**config.mk**
```make
export PLATFORM = sky130hd
export DESIGN_NAME = strategy_risk_pipeline
export DESIGN_NICKNAME = d
export VERILOG_FILES = /design/src/rtl/strategy_risk_pipeline.sv
export SDC_FILE = /design/constraint.sdc
export NUM_CORES = 1
export LEC_CHECK = 0
export CAP_MARGIN = 10
export CORE_ASPECT_RATIO = 0.5
export CORE_MARGIN = 1.5
export CORE_UTILIZATION = 53
export DETAILED_ROUTE_END_ITERATION = 8
export PLACE_DENSITY = 0.8
export SYNTH_ARGS = -nofsm -noshare
export SYNTH_HDL_FRONTEND = slang
export SYNTH_SLANG_ARGS = --single-unit
export TNS_END_PERCENT = 20
```
**constraint.sdc**
```tcl
create_clock -name clk -period 14.4 [get_ports clk]
set_clock_uncertainty 0.2 [all_clocks]
set_input_delay 2.88 -clock clk [delete_from_list [all_inputs] [get_ports clk]]
set_output_delay 2.88 -clock clk [all_outputs]
set_load 0.02 [all_outputs]
```
**src/rtl/strategy_risk_pipeline.sv**
```systemverilog
// Imbalance strategy with position, rate-window and kill-switch risk checks feeding a valid/ready action FIFO.
// Optional DEDUP_EN: reject an action repeating the last accepted {side,price} within the current rate window.
module strategy_risk_pipeline #(
    parameter int unsigned PRICE_W    = 32,
    parameter int unsigned QTY_W      = 32,
    parameter int unsigned SPREAD_MAX = 4,
    parameter int unsigned ORDER_QTY  = 1,
    parameter int unsigned MAX_POS    = 8,
    parameter int unsigned RATE_WIN   = 1024,
    parameter int unsigned RATE_MAX   = 4,
    parameter int unsigned FIFO_DEPTH = 4
) (
    input  logic                    clk,
    input  logic                    rst,
    input  logic                    book_valid,
    input  logic [PRICE_W-1:0]      best_bid_price,
    input  logic [QTY_W-1:0]        best_bid_qty,
    input  logic [PRICE_W-1:0]      best_ask_price,
    input  logic [QTY_W-1:0]        best_ask_qty,
    input  logic                    kill_req,
    input  logic                    kill_clear,
    output logic                    out_valid,
    input  logic                    out_ready,
    output logic                    out_side,
    output logic [PRICE_W-1:0]      out_price,
    output logic [QTY_W-1:0]        out_qty,
    output logic signed [QTY_W+1:0] position,
    output logic                    throttled,
    output logic                    killed,
    output logic [31:0]             action_count,
    output logic [31:0]             reject_count
);

    localparam int unsigned POS_W = QTY_W + 2;
    localparam int unsigned PTR_W = $clog2(FIFO_DEPTH);
    localparam int unsigned WIN_W = $clog2(RATE_WIN);
    localparam int unsigned CNT_W = $clog2(RATE_MAX + 1);

    localparam logic [PRICE_W:0]         SPREAD_LIM = (PRICE_W + 1)'(SPREAD_MAX);
    localparam logic signed [POS_W-1:0]  STEP       = POS_W'(ORDER_QTY);
    localparam logic signed [POS_W-1:0]  POS_LIM    = POS_W'(MAX_POS);
    localparam logic [CNT_W-1:0]         CNT_LIM    = CNT_W'(RATE_MAX);
    localparam logic [PTR_W:0]           FIFO_LIM   = (PTR_W + 1)'(FIFO_DEPTH);

    typedef enum logic [1:0] {
        ST_RUN       = 2'd0,
        ST_THROTTLED = 2'd1,
        ST_KILLED    = 2'd2
    } state_t;

    typedef struct packed {
        logic               side;
        logic [PRICE_W-1:0] price;
    } action_t;

    // Snapshot capture stage
    logic               s0_valid;
    logic [PRICE_W-1:0] s0_bid_price, s0_ask_price;
    logic [QTY_W-1:0]   s0_bid_qty, s0_ask_qty;

    // NOTE: every register uses non-blocking assignment so each stage sees the pre-edge value of the stage before it.
    always_ff @(posedge clk) begin
        if (rst) begin
            s0_valid     <= 1'b0;
            s0_bid_price <= '0;
            s0_ask_price <= '0;
            s0_bid_qty   <= '0;
            s0_ask_qty   <= '0;
        end else begin
            s0_valid <= book_valid;
            if (book_valid) begin
                s0_bid_price <= best_bid_price;
                s0_ask_price <= best_ask_price;
                s0_bid_qty   <= best_bid_qty;
                s0_ask_qty   <= best_ask_qty;
            end
        end
    end

    // S1: imbalance decision; spread is taken one bit wider so a crossed book cannot alias to a small spread.
    logic [PRICE_W:0] spread;
    logic             dec_buy, dec_sell, dec_ok;
    logic             s1_valid;
    action_t          s1_act;

    always_comb begin
        spread   = {1'b0, s0_ask_price} - {1'b0, s0_bid_price};
        dec_buy  = s0_bid_qty > s0_ask_qty;
        dec_sell = s0_ask_qty > s0_bid_qty;
        dec_ok   = s0_valid && (s0_bid_qty != '0) && (s0_ask_qty != '0) &&
                   (s0_ask_price > s0_bid_price) && (spread <= SPREAD_LIM) &&
                   (dec_buy || dec_sell);
    end

    always_ff @(posedge clk) begin
        if (rst) begin
            s1_valid <= 1'b0;
            s1_act   <= '0;
        end else begin
            s1_valid     <= dec_ok;
            s1_act.side  <= dec_buy;
            s1_act.price <= dec_buy ? s0_ask_price : s0_bid_price;
        end
    end

    // S2: risk state, FIFO and window bookkeeping
    state_t           state, state_next;
    logic [WIN_W-1:0] rate_ctr;
    logic [CNT_W-1:0] win_count, win_count_next;
    logic             wrap;
    logic [PTR_W:0]   fifo_count;
    logic [PTR_W-1:0] wr_ptr, rd_ptr;
    action_t          fifo_mem [FIFO_DEPTH];
    action_t          head;
    logic             fifo_full, pos_block, dedup_hit, reject, push, pop;

    assign wrap      = rate_ctr == WIN_W'(RATE_WIN - 1);
    assign throttled = win_count == CNT_LIM;
    assign killed    = state == ST_KILLED;
    assign fifo_full = fifo_count == FIFO_LIM;
    assign pos_block = s1_act.side ? (position + STEP > POS_LIM) : (position - STEP < -POS_LIM);

`ifdef DEDUP_EN
    logic    last_valid;
    action_t last_act;

    assign dedup_hit = last_valid && !wrap && (last_act == s1_act);

    always_ff @(posedge clk) begin
        if (rst) begin
            last_valid <= 1'b0;
            last_act   <= '0;
        end else if (push) begin
            last_valid <= 1'b1;
            last_act   <= s1_act;
        end else if (wrap) begin
            last_valid <= 1'b0;
        end
    end
`else
    assign dedup_hit = 1'b0;
`endif

    // At a wrap the budget is fresh, so a full window count does not block an accept landing on the wrap edge.
    assign reject = s1_valid && (killed || kill_req || (throttled && !wrap) ||
                                 pos_block || fifo_full || dedup_hit);
    assign push   = s1_valid && !reject;
    assign pop    = out_valid && out_ready;

    // NOTE: defaults first in always_comb keep every path assigned, so no latches are inferred.
    always_comb begin
        win_count_next = win_count;
        state_next     = state;
        if (wrap)
            win_count_next = push ? CNT_W'(1) : '0;
        else if (push)
            win_count_next = win_count + 1'b1;

        case (state)
            ST_RUN:       if (win_count_next == CNT_LIM) state_next = ST_THROTTLED;
            ST_THROTTLED: if (wrap && win_count_next != CNT_LIM) state_next = ST_RUN;
            ST_KILLED:    if (kill_clear) state_next = ST_RUN;
            default:      state_next = ST_RUN;
        endcase
        if (kill_req)
            state_next = ST_KILLED;
    end

    always_ff @(posedge clk) begin
        if (rst) begin
            state        <= ST_RUN;
            rate_ctr     <= '0;
            win_count    <= '0;
            position     <= '0;
            action_count <= '0;
            reject_count <= '0;
            wr_ptr       <= '0;
            rd_ptr       <= '0;
            fifo_count   <= '0;
        end else begin
            state     <= state_next;
            rate_ctr  <= wrap ? '0 : rate_ctr + 1'b1;
            win_count <= win_count_next;
            if (push) begin
                position     <= s1_act.side ? position + STEP : position - STEP;
                action_count <= action_count + 32'd1;
                wr_ptr       <= wr_ptr + 1'b1;
            end
            if (reject)
                reject_count <= reject_count + 32'd1;
            if (pop)
                rd_ptr <= rd_ptr + 1'b1;
            case ({push, pop})
                2'b10:   fifo_count <= fifo_count + 1'b1;
                2'b01:   fifo_count <= fifo_count - 1'b1;
                default: fifo_count <= fifo_count;
            endcase
        end
    end

    // NOTE: FIFO storage is deliberately not reset; fifo_count alone decides which entries are visible.
    always_ff @(posedge clk) begin
        if (push)
            fifo_mem[wr_ptr] <= s1_act;
    end

    assign head      = fifo_mem[rd_ptr];
    assign out_valid = fifo_count != '0;
    assign out_side  = out_valid & head.side;
    assign out_price = out_valid ? head.price : '0;
    assign out_qty   = out_valid ? QTY_W'(ORDER_QTY) : '0;

endmodule

```
## After elaboration in Yosys (flattened, before gate mapping)

Memory sizes are Yosys's and may differ from the RTL's. A register that Yosys moved wholly into a read port is not among the register bits.
Cells that the tools add are included.

- Register bits: 283
- Bits in latches: 0
- Memory bits (writable): 132
- ROM bits: 0
- Bits of input ports: 134
- Output and inout bits: 166
- Memories kept: 1

- Add/subtract/negate cells: 11
- Multipliers: 0
- Div/mod/pow operators: 0
- $lt $le $gt $ge: 6
- Equality and inequality tests: 15
- Shifts and indexed selects: 0
- Multiplexer cells: 18
- Bitwise operators: 1
- Reduce and logical (&&, ||, !) cells: 26

Memory list:

| memory | depth | width | read ports | clocked after memory_dff | write ports | line | source |
|---|---|---|---|---|---|---|---|
| fifo_mem | 4 | 33 | 1 | 1 | 1 | 113 | `action_t fifo_mem [FIFO_DEPTH];` |

Operators by type and width:

| cell | number |
|---|---|
| $gt A32 B32 Y1 | 3 |
| $add A32 B1 Y32 const B | 2 |
| $mux W32 | 2 |
| $reduce_bool A32 Y1 | 2 |
| $add A34 B2 Y34 const B | 1 |
| $gt A34 B5 Y1 const B | 1 |
| $lt A34 B4 Y1 const B | 1 |
| $mux W34 | 1 |
| $sub A34 B2 Y34 const B | 1 |
| $le A33 B3 Y1 const B | 1 |
| $sub A32 B32 Y33 | 1 |
| $mux W2 | 6 |
| $ne A3 B3 Y1 const B | 4 |
| $add A10 B1 Y10 const B | 1 |
| $eq A10 B10 Y1 const B | 1 |
| $logic_and A1 B1 Y1 | 10 |
| $eq A3 B3 Y1 const B | 3 |
| $add A3 B1 Y3 const B | 2 |
| $mux W3 | 2 |
| $ne A2 B2 Y1 const B | 3 |
| $pmux W2 S3 | 1 |
| $pmux W3 S2 | 1 |
| $reduce_and A3 Y1 | 2 |
| $logic_or A1 B1 Y1 | 5 |
| 11 further kinds | 20 |

## Longest topological paths before layout

Gate-level depths: netlist of run 1.

- Depth after elaboration: 16
- Depth in mapped cells: 21
- Gate-level depth less buffers: 17

## Least setup slack after synthesis of run 1

No wires, ideal clock.

- Kind: input -> register
- Start point: in kill_req
- End point: mem fifo_mem[0][0] (netlist bit), enable pin
- Arrival time: 5.965 ns
- Required time: 13.807 ns
- Slack: 7.842 ns
- Stages: 7
- Path buffers: 2
- Cells stage by stage: a2111oi_0 -> or4b_1 -> or4b_4 -> a211oi_1 -> buf_2 -> clkbuf_1 -> and3_1

- Longest elaborated chain between the ends: 9

RTL lines:

| item | line | source |
|---|---|---|
| start: declaration | 20 | `input logic kill_req,` |
| $logic_or A1 B1 Y1 (3 in series) | 145 | `assign reject = s1_valid && (killed \|\| kill_req \|\| (throttled && !wrap) \|\|` |
| $logic_or A1 B1 Y1 | 146 | `pos_block \|\| fifo_full \|\| dedup_hit);` |
| $logic_and A1 B1 Y1 | 145 |  |
| $logic_not A1 Y1 | 147 | `assign push = s1_valid && !reject;` |
| $logic_and A1 B1 Y1 | 147 |  |
| $mux W1 | 203 | `if (push)` |
| $mux W1 (not written as such) | 204 | `fifo_mem[wr_ptr] <= s1_act;` |
| end: declaration | 113 |  |

Every way passes these cells.

## Worst setup path in the final report of run 1

- Start point: in kill_req
- End point: reg fifo_count[2]

- Longest elaborated chain between the ends: 9
- Elaborated cells between the ends (all ways): 11
- Classes of those cells: eq/ne (2); mux (1); reduce/logical (8)

RTL lines:

| item | line | source |
|---|---|---|
| $logic_or A1 B1 Y1 (*) (3 in series) | 145 |  |
| $logic_or A1 B1 Y1 (*) | 146 |  |
| $logic_and A1 B1 Y1 (*) | 145 |  |
| $logic_not A1 Y1 (*) | 147 |  |
| $logic_and A1 B1 Y1 (*) | 147 |  |
| $eq A2 B1 Y1 / $eq A2 B2 Y1 (equally long branches) | 193 | `case ({push, pop})` |
| $pmux W3 S2 / $reduce_bool A2 Y1 (equally long branches) | n/a |  |
| end signal: assignment | 194 | `2'b10: fifo_count <= fifo_count + 1'b1;` |
| end signal: assignment | 195 | `2'b01: fifo_count <= fifo_count - 1'b1;` |
| end signal: assignment | 196 | `default: fifo_count <= fifo_count;` |
| end: declaration | 111 | `logic [PTR_W:0] fifo_count;` |

Mark *: on every way between the ends. The rest lies on a longest branch, timed or not.
A chain may end at the register's enable or synchronous reset.

==> out/metrics.cfg, run 1 <==
[status]
outcome = finished, final reports clean

[sta]
tns_ns = 0
period_needed_ns = 6.84
slew_headroom_pct = 30.4
slew_violations = 0
rsz0062_at_grt = false
finalHoldViolCount = 0
fmax_mhz = 146
tightestPinTransition_ns = 1.04
fin_crit_sh_pct = 47.5
setup_violations = 0

[finish]
final_nets = 2700
regArea_um2 = 9670
layout-drive-gt1-share_pct = 6.71
antenna_cells = 0
final_core_utilization_pct = 63.9
multi_input_area_um2 = 11000
area_growth_pct = 18.6
final_common_cell = nor2_1
layout_common_cells = nor2_1, dfxtp_1, clkdlybuf4s50_1, mux2i_1, edfxtp_1
fillers = 3306

[clocking]
cts.hold.buffers_added = 0
cts_buffer_depth = 3
path_clk_slew_ns = 0.06
cts_root_buf = clkbuf_16
cts_tree = built
cts.repair.resized = 0
h-tree-depth = 2
cts_buffers = 39
cts.sinks = 417
insertion_delay_ns = 0.55
postCtsSetupBuffers = 0

[synth]
syn_avg_cell_area_um2 = 9.43
ys_dominant_reg_cell = dfxtp_1
synth.largest_area_cell = dfxtp_1
synth_top_cell_area_share_pct = 26.2
ys_async_sr_fraction_pct = 0
synthCells = 2312
syn-cell-area_um2 = 21800
yosysSeqAreaShare_pct = 44.3
ys_ff_latch = 417
synth_edf_count = 132
synthTopCellsByArea = dfxtp_1, edfxtp_1, mux2i_1, nor2_1, ha_1
synth_cell_types = 85
yosys_warnings = 0

[floorplanning]
chipWidth_um = 290
die_area_um2 = 42400
core-area_um2 = 40500
chipHeight_um = 146
rows = 52
boundaryPins = 300
initial_core_util_pct = 53.9

[route]
route.vias.total = 17600
ant_nets = 0
drc = 0
drt-vias-per-instance = 5.76
detail_route.wirelength_um = 54500
first_iter_violations = 1417
wl_per_cell_um = 17.8
first_pass_iters = 6

[critical_path]
r2r_slack_ns = 8.63
crit_required_ns = 14.67
crit_path_start_kind = input port
crit_fanout = 31
cp-end-kind = flop
crit_arrival_ns = 7.11
crit_type = in2reg

[global_route]
grtUsageTotal_pct = 25.2
grt_max_degree = 126
grt_pass1_wl_um = 87800
grt_pass1_vias = 16800
overflow = 0
antenna_found_initial = 0

[placement]
place.gp.congestion = 0.948
place_hpwl_um = 37500
port_buffers = 268

[pwr]
irDropWorstVdd_mv = 0.0757
p_leak_nw = 9.83
p_per_area_nw_per_um2 = 102

[flow_run]
max-cap-violations = 0

[worst_hold_path]
hp-class = reg2reg

==> state kept, by name, indices dropped and copies added (netlist names), 3 cells and up, named ones only <==
signal	flops
fifo_count	3
s0_ask_price	32
reject_count	32
rate_ctr	10
win_count	3
fifo_mem	132
action_count	32
position	34
s1_act	33
s0_bid_price	32
s0_bid_qty	32
s0_ask_qty	32
==> per-stage QoR <==
stage                     instances  total power [mW]  cell area [um^2]  hold slack, ns  setup WS, ns
final                          3057              2.64             25800           0.268          7.56
after global routing           3057              2.74             25800           0.302          7.33
after CTS                      3057              2.65             25800           0.282          7.58
after detailed placement       2986              1.62             24600           0.268          7.01
after global placement         2986              1.62             24600           0.241          7.10
after floorplan                2342              1.52             21900           0.226          7.84
==> routing by layer <==
layer | global-route usage (%) | share of wire [%] | wire (um) | up-vias
met5 | 0 | 0 | 0 | -
met4 | 7.63 | 2.6 | 1420 | 0
met3 | 4.13 | 5.2 | 2840 | 84
met2 | 43.6 | 49 | 26800 | 551
met1 | 32.7 | 43 | 23400 | 8397
li1 | - | - | - | 8564
==> worst max-delay path, stage by stage <==
cell and delay, ns:
clkdlybuf4s50_1 0.49, a2111oi_0 0.64, or4b_1 0.50, or4b_4 0.54
o21a_4 0.26, nor3_4 0.10, buf_4 0.33, inv_2 0.28
ha_1 0.31, inv_1 0.07, fa_1 0.17, xor2_1 0.07
or3_1 0.31, a21oi_1 0.14
==> final timing paths <==
kind | from | to | cells past startpoint
setup / recovery | kill_req | fifo_count[2]$_SDFFE_PP0P_ | 14
hold / removal | rate_ctr[0]$_SDFF_PP0_ | rate_ctr[0]$_SDFF_PP0_ | 1
setup reg to reg | position[0]$_SDFFE_PP0P_ | fifo_count[2]$_SDFFE_PP0P_ | 18
hold reg to reg | rate_ctr[0]$_SDFF_PP0_ | rate_ctr[0]$_SDFF_PP0_ | 1
==> layout make-up <==
class	count	share of cell area, %
multi-input combinational	1631	42.6
timing repair buffer	284	10.9
clock inverter	19	0.644
sequential	417	37.4
clock buffer	52	4.24
inverter	114	1.66
tap	540	2.61
==> logic make-up (layout without fill, tap and decap cells) <==
group / count (synthesis) / after routing / share of synthesized area, %
buf+inv: 294 / 469 / 5.85
compound gates: 335 / 335 / 9.87
other cells: 1 / 31 / 0.0172
simple gates: 896 / 896 / 20.5
xor+xnor: 93 / 93 / 3.74
mux: 197 / 197 / 11.1
flops: 417 / 417 / 44.3
fa+ha+maj: 79 / 79 / 4.60
==> synth_stat cells (37+ instances only) <==
| master | instances |
|---|---|
| nor2_1 | 362 |
| dfxtp_1 | 285 |
| mux2i_1 | 139 |
| edfxtp_1 | 132 |
| a21oi_1 | 117 |
| inv_1 | 113 |
| nand2_1 | 105 |
| clkbuf_1 | 98 |
| nand3_1 | 95 |
| ha_1 | 77 |
| nand4_1 | 67 |
| o21ai_0 | 67 |
| and2_1 | 48 |
| xnor2_1 | 48 |
| xor2_1 | 45 |
| buf_4 | 37 |
==> power breakdown <==
group | switching, mW | total (mW) | internal, mW
combinational | 0.196 | 0.337 | 0.140
sequential | 0.0249 | 1.27 | 1.24
clock | 0.456 | 1.03 | 0.575
total | 0.677 | 2.64 | 1.96
(Power assumes the default switching activity.)
==> inputs of run 2 (changes only) <==
==> constraint.sdc (replaced) <==
create_clock -name clk -period 6.8 [get_ports clk]
set_clock_uncertainty 0.2 [all_clocks]
set_input_delay 1.36 -clock clk [delete_from_list [all_inputs] [get_ports clk]]
set_output_delay 1.36 -clock clk [all_outputs]
set_load 0.02 [all_outputs]
==> run 2 against run 1 <==
Global-route usage increased by 0.094 points. Die area unchanged. Hold slack improved by 0.0073 ns. Highest routed layer unchanged. Register-to-register slack got worse by 7.0 ns. Critical path type is now reg2reg.
==> out/metrics.cfg, run 2 (same netlist as run 1, synthesis figures left out) <==
[sta]
slew_violations = 0
hold_ws_ns = 0.275
setup_violations = 0
slew_headroom_pct = 24.5
finalHoldViolCount = 0
tns_ns = 0
fin_crit_sh_pct = 76.5
setup_slack_ns = 1.60
fmax_mhz = 192
period_needed_ns = 5.20
tightestPinTransition_ns = 1.13
rsz0062_at_grt = false

[floorplanning]
chipHeight_um = 146
boundaryPins = 300
die_area_um2 = 42400
core-area_um2 = 40500
rows = 52
chipWidth_um = 290
initial_core_util_pct = 53.9

[global_route]
grt_max_degree = 112
grt_pass1_vias = 16800
grt_pass1_wl_um = 88100
grtUsageTotal_pct = 25.3
overflow = 0
antenna_found_initial = 0

[critical_path]
crit_type = reg2reg
crit_path_start_kind = flop
crit_required_ns = 7.07
reg2regPathDepth = 16
crit_slowest_cell = or4_1
worst-path-stages = 16
path_buf_inv = 2
crit_arrival_ns = 5.47
crit_fanout = 31
crit_chain = ha_1 -> nand4_2 -> nor3_2 -> nand4_1 -> nor4_2 -> mux2i_1 -> or4_1 -> o311a_1 -> nor3_4 -> inv_2 -> ha_1 -> inv_1 -> fa_1 -> xor2_1 -> or3_1 -> a21oi_1
cp-end-kind = flop
cpPeakStageDelay_ns = 0.61
crit_family = simple AND/OR/NAND/NOR gates
crit_top_cell = ha_1

[clocking]
cts.repair.resized = 0
cts_buffer_depth = 3
postCtsSetupBuffers = 0
cts.hold.buffers_added = 0
insertion_delay_ns = 0.56
cts_tree = built
h-tree-depth = 2
cts.sinks = 417
cts_root_buf = clkbuf_16
cts_buffers = 39
path_clk_slew_ns = 0.06

[finish]
final_nets = 2700
antenna_cells = 0
final_common_cell = nor2_1
largest-register = fifo_mem
area_growth_pct = 18.8
layout_common_cells = nor2_1, dfxtp_1, clkdlybuf4s50_1, mux2i_1, edfxtp_1
regArea_um2 = 9670
multi_input_area_um2 = 11000
fillers = 3246
layout-drive-gt1-share_pct = 6.67
largest_reg_flops = 132
top_regs = fifo_mem x132, position x34, s1_act x33

[route]
drt-vias-per-instance = 5.79
wl_per_cell_um = 18.0
first_pass_iters = 5
first_iter_violations = 1347
drc = 0
route.vias.total = 17700
detail_route.wirelength_um = 55000
ant_nets = 0

[pwr]
swShare_pct = 25.4
power_frac_seq_pct = 47.2
p_clk_share_pct = 40.2
power_mw = 5.68
combPwrFrac_pct = 12.6
p_leak_nw = 9.86
intPower_mw = 4.24
irDropWorstVdd_mv = 0.212
p_per_area_nw_per_um2 = 219
netSwitchingPower_mw = 1.44

[placement]
place_hpwl_um = 38000
port_buffers = 268
place.gp.congestion = 0.958
pre_cts_ws_ns = 1.29

[worst_hold_path]
min_path_cells = 1
hp-class = reg2reg

[flow_run]
max-cap-violations = 0

[status]
outcome = finished, final reports clean

[run 2: changes by cell type in the layout (fill, tap and decap cells not counted)]
cell,previous run,this run
bufinv_16,2,5
clkbuf_1,7,11
clkbuf_8,5,2
clkinv_1,4,1
clkinv_2,7,5
clkinv_4,0,2
clkinv_8,1,0
clkinvlp_4,3,1
inv_16,0,1
inv_6,2,3
[run 2: per-layer routing]
metal | wire length [um] | vias to the layer above | GRT usage (%) | part of all wire, %
met5 | 0 | - | 0 | 0
met4 | 1120 | 0 | 6.37 | 2.0
met3 | 2740 | 76 | 3.39 | 5.0
met2 | 28000 | 543 | 46.2 | 51
met1 | 23100 | 8535 | 31.7 | 42
li1 | - | 8542 | - | -
[run 2: worst paths after layout]
check / startpoint / endpoint / slack [ns]
max reg2reg: position[1]$_SDFFE_PP0P_ / fifo_count[2]$_SDFFE_PP0P_ / 1.60
min reg2reg: rate_ctr[0]$_SDFF_PP0_ / rate_ctr[0]$_SDFF_PP0_ / 0.28
max: position[1]$_SDFFE_PP0P_ / fifo_count[2]$_SDFFE_PP0P_ / 1.60
min: rate_ctr[0]$_SDFF_PP0_ / rate_ctr[0]$_SDFF_PP0_ / 0.28
[run 2: stage by stage]
step | cells | utilization, % | area, um^2
final | 3057 | 64.0 | 25900
after global routing | 3057 | 64.0 | 25900
after CTS | 3056 | 64.0 | 25900
after detailed placement | 2985 | 60.7 | 24600
after global placement | 2985 | 60.7 | 24600
after floorplan | 2342 | - | 21900
[run 2: final cells by class]
type | instances | share of cell area (%)
flip-flops and latches | 417 | 37.3
clock inverters | 18 | 0.966
clock buffers | 53 | 4.13
inverters | 114 | 1.65
multi-input cells | 1631 | 42.5
well taps | 540 | 2.61
repair buffers | 284 | 10.8
[run 2: worst register-to-register path: stages, from the launching register on]
cell and delay [ns]:
dfxtp_1 0.59, ha_1 0.33, nand4_2 0.21, nor3_2 0.34, nand4_1 0.36, nor4_2 0.31, mux2i_1 0.11, or4_1 0.61
o311a_1 0.48, nor3_4 0.23, inv_2 0.24, ha_1 0.32, inv_1 0.07, fa_1 0.18, xor2_1 0.07, or3_1 0.32
a21oi_1 0.16
[run 2: power by group through the flow]
| stage | logic [mW] | registers, mW | clock network [mW] |
|---|---|---|---|
| 2_1_floorplan | 0.503 | 2.72 | 0 |
| 3_3_place_gp | 0.688 | 2.73 | 0 |
| 3_5_place_dp | 0.700 | 2.74 | 0 |
| 4_1_cts | 0.707 | 2.68 | 2.32 |
| 5_1_grt | 0.786 | 2.69 | 2.43 |
| 6_report | 0.715 | 2.69 | 2.28 |
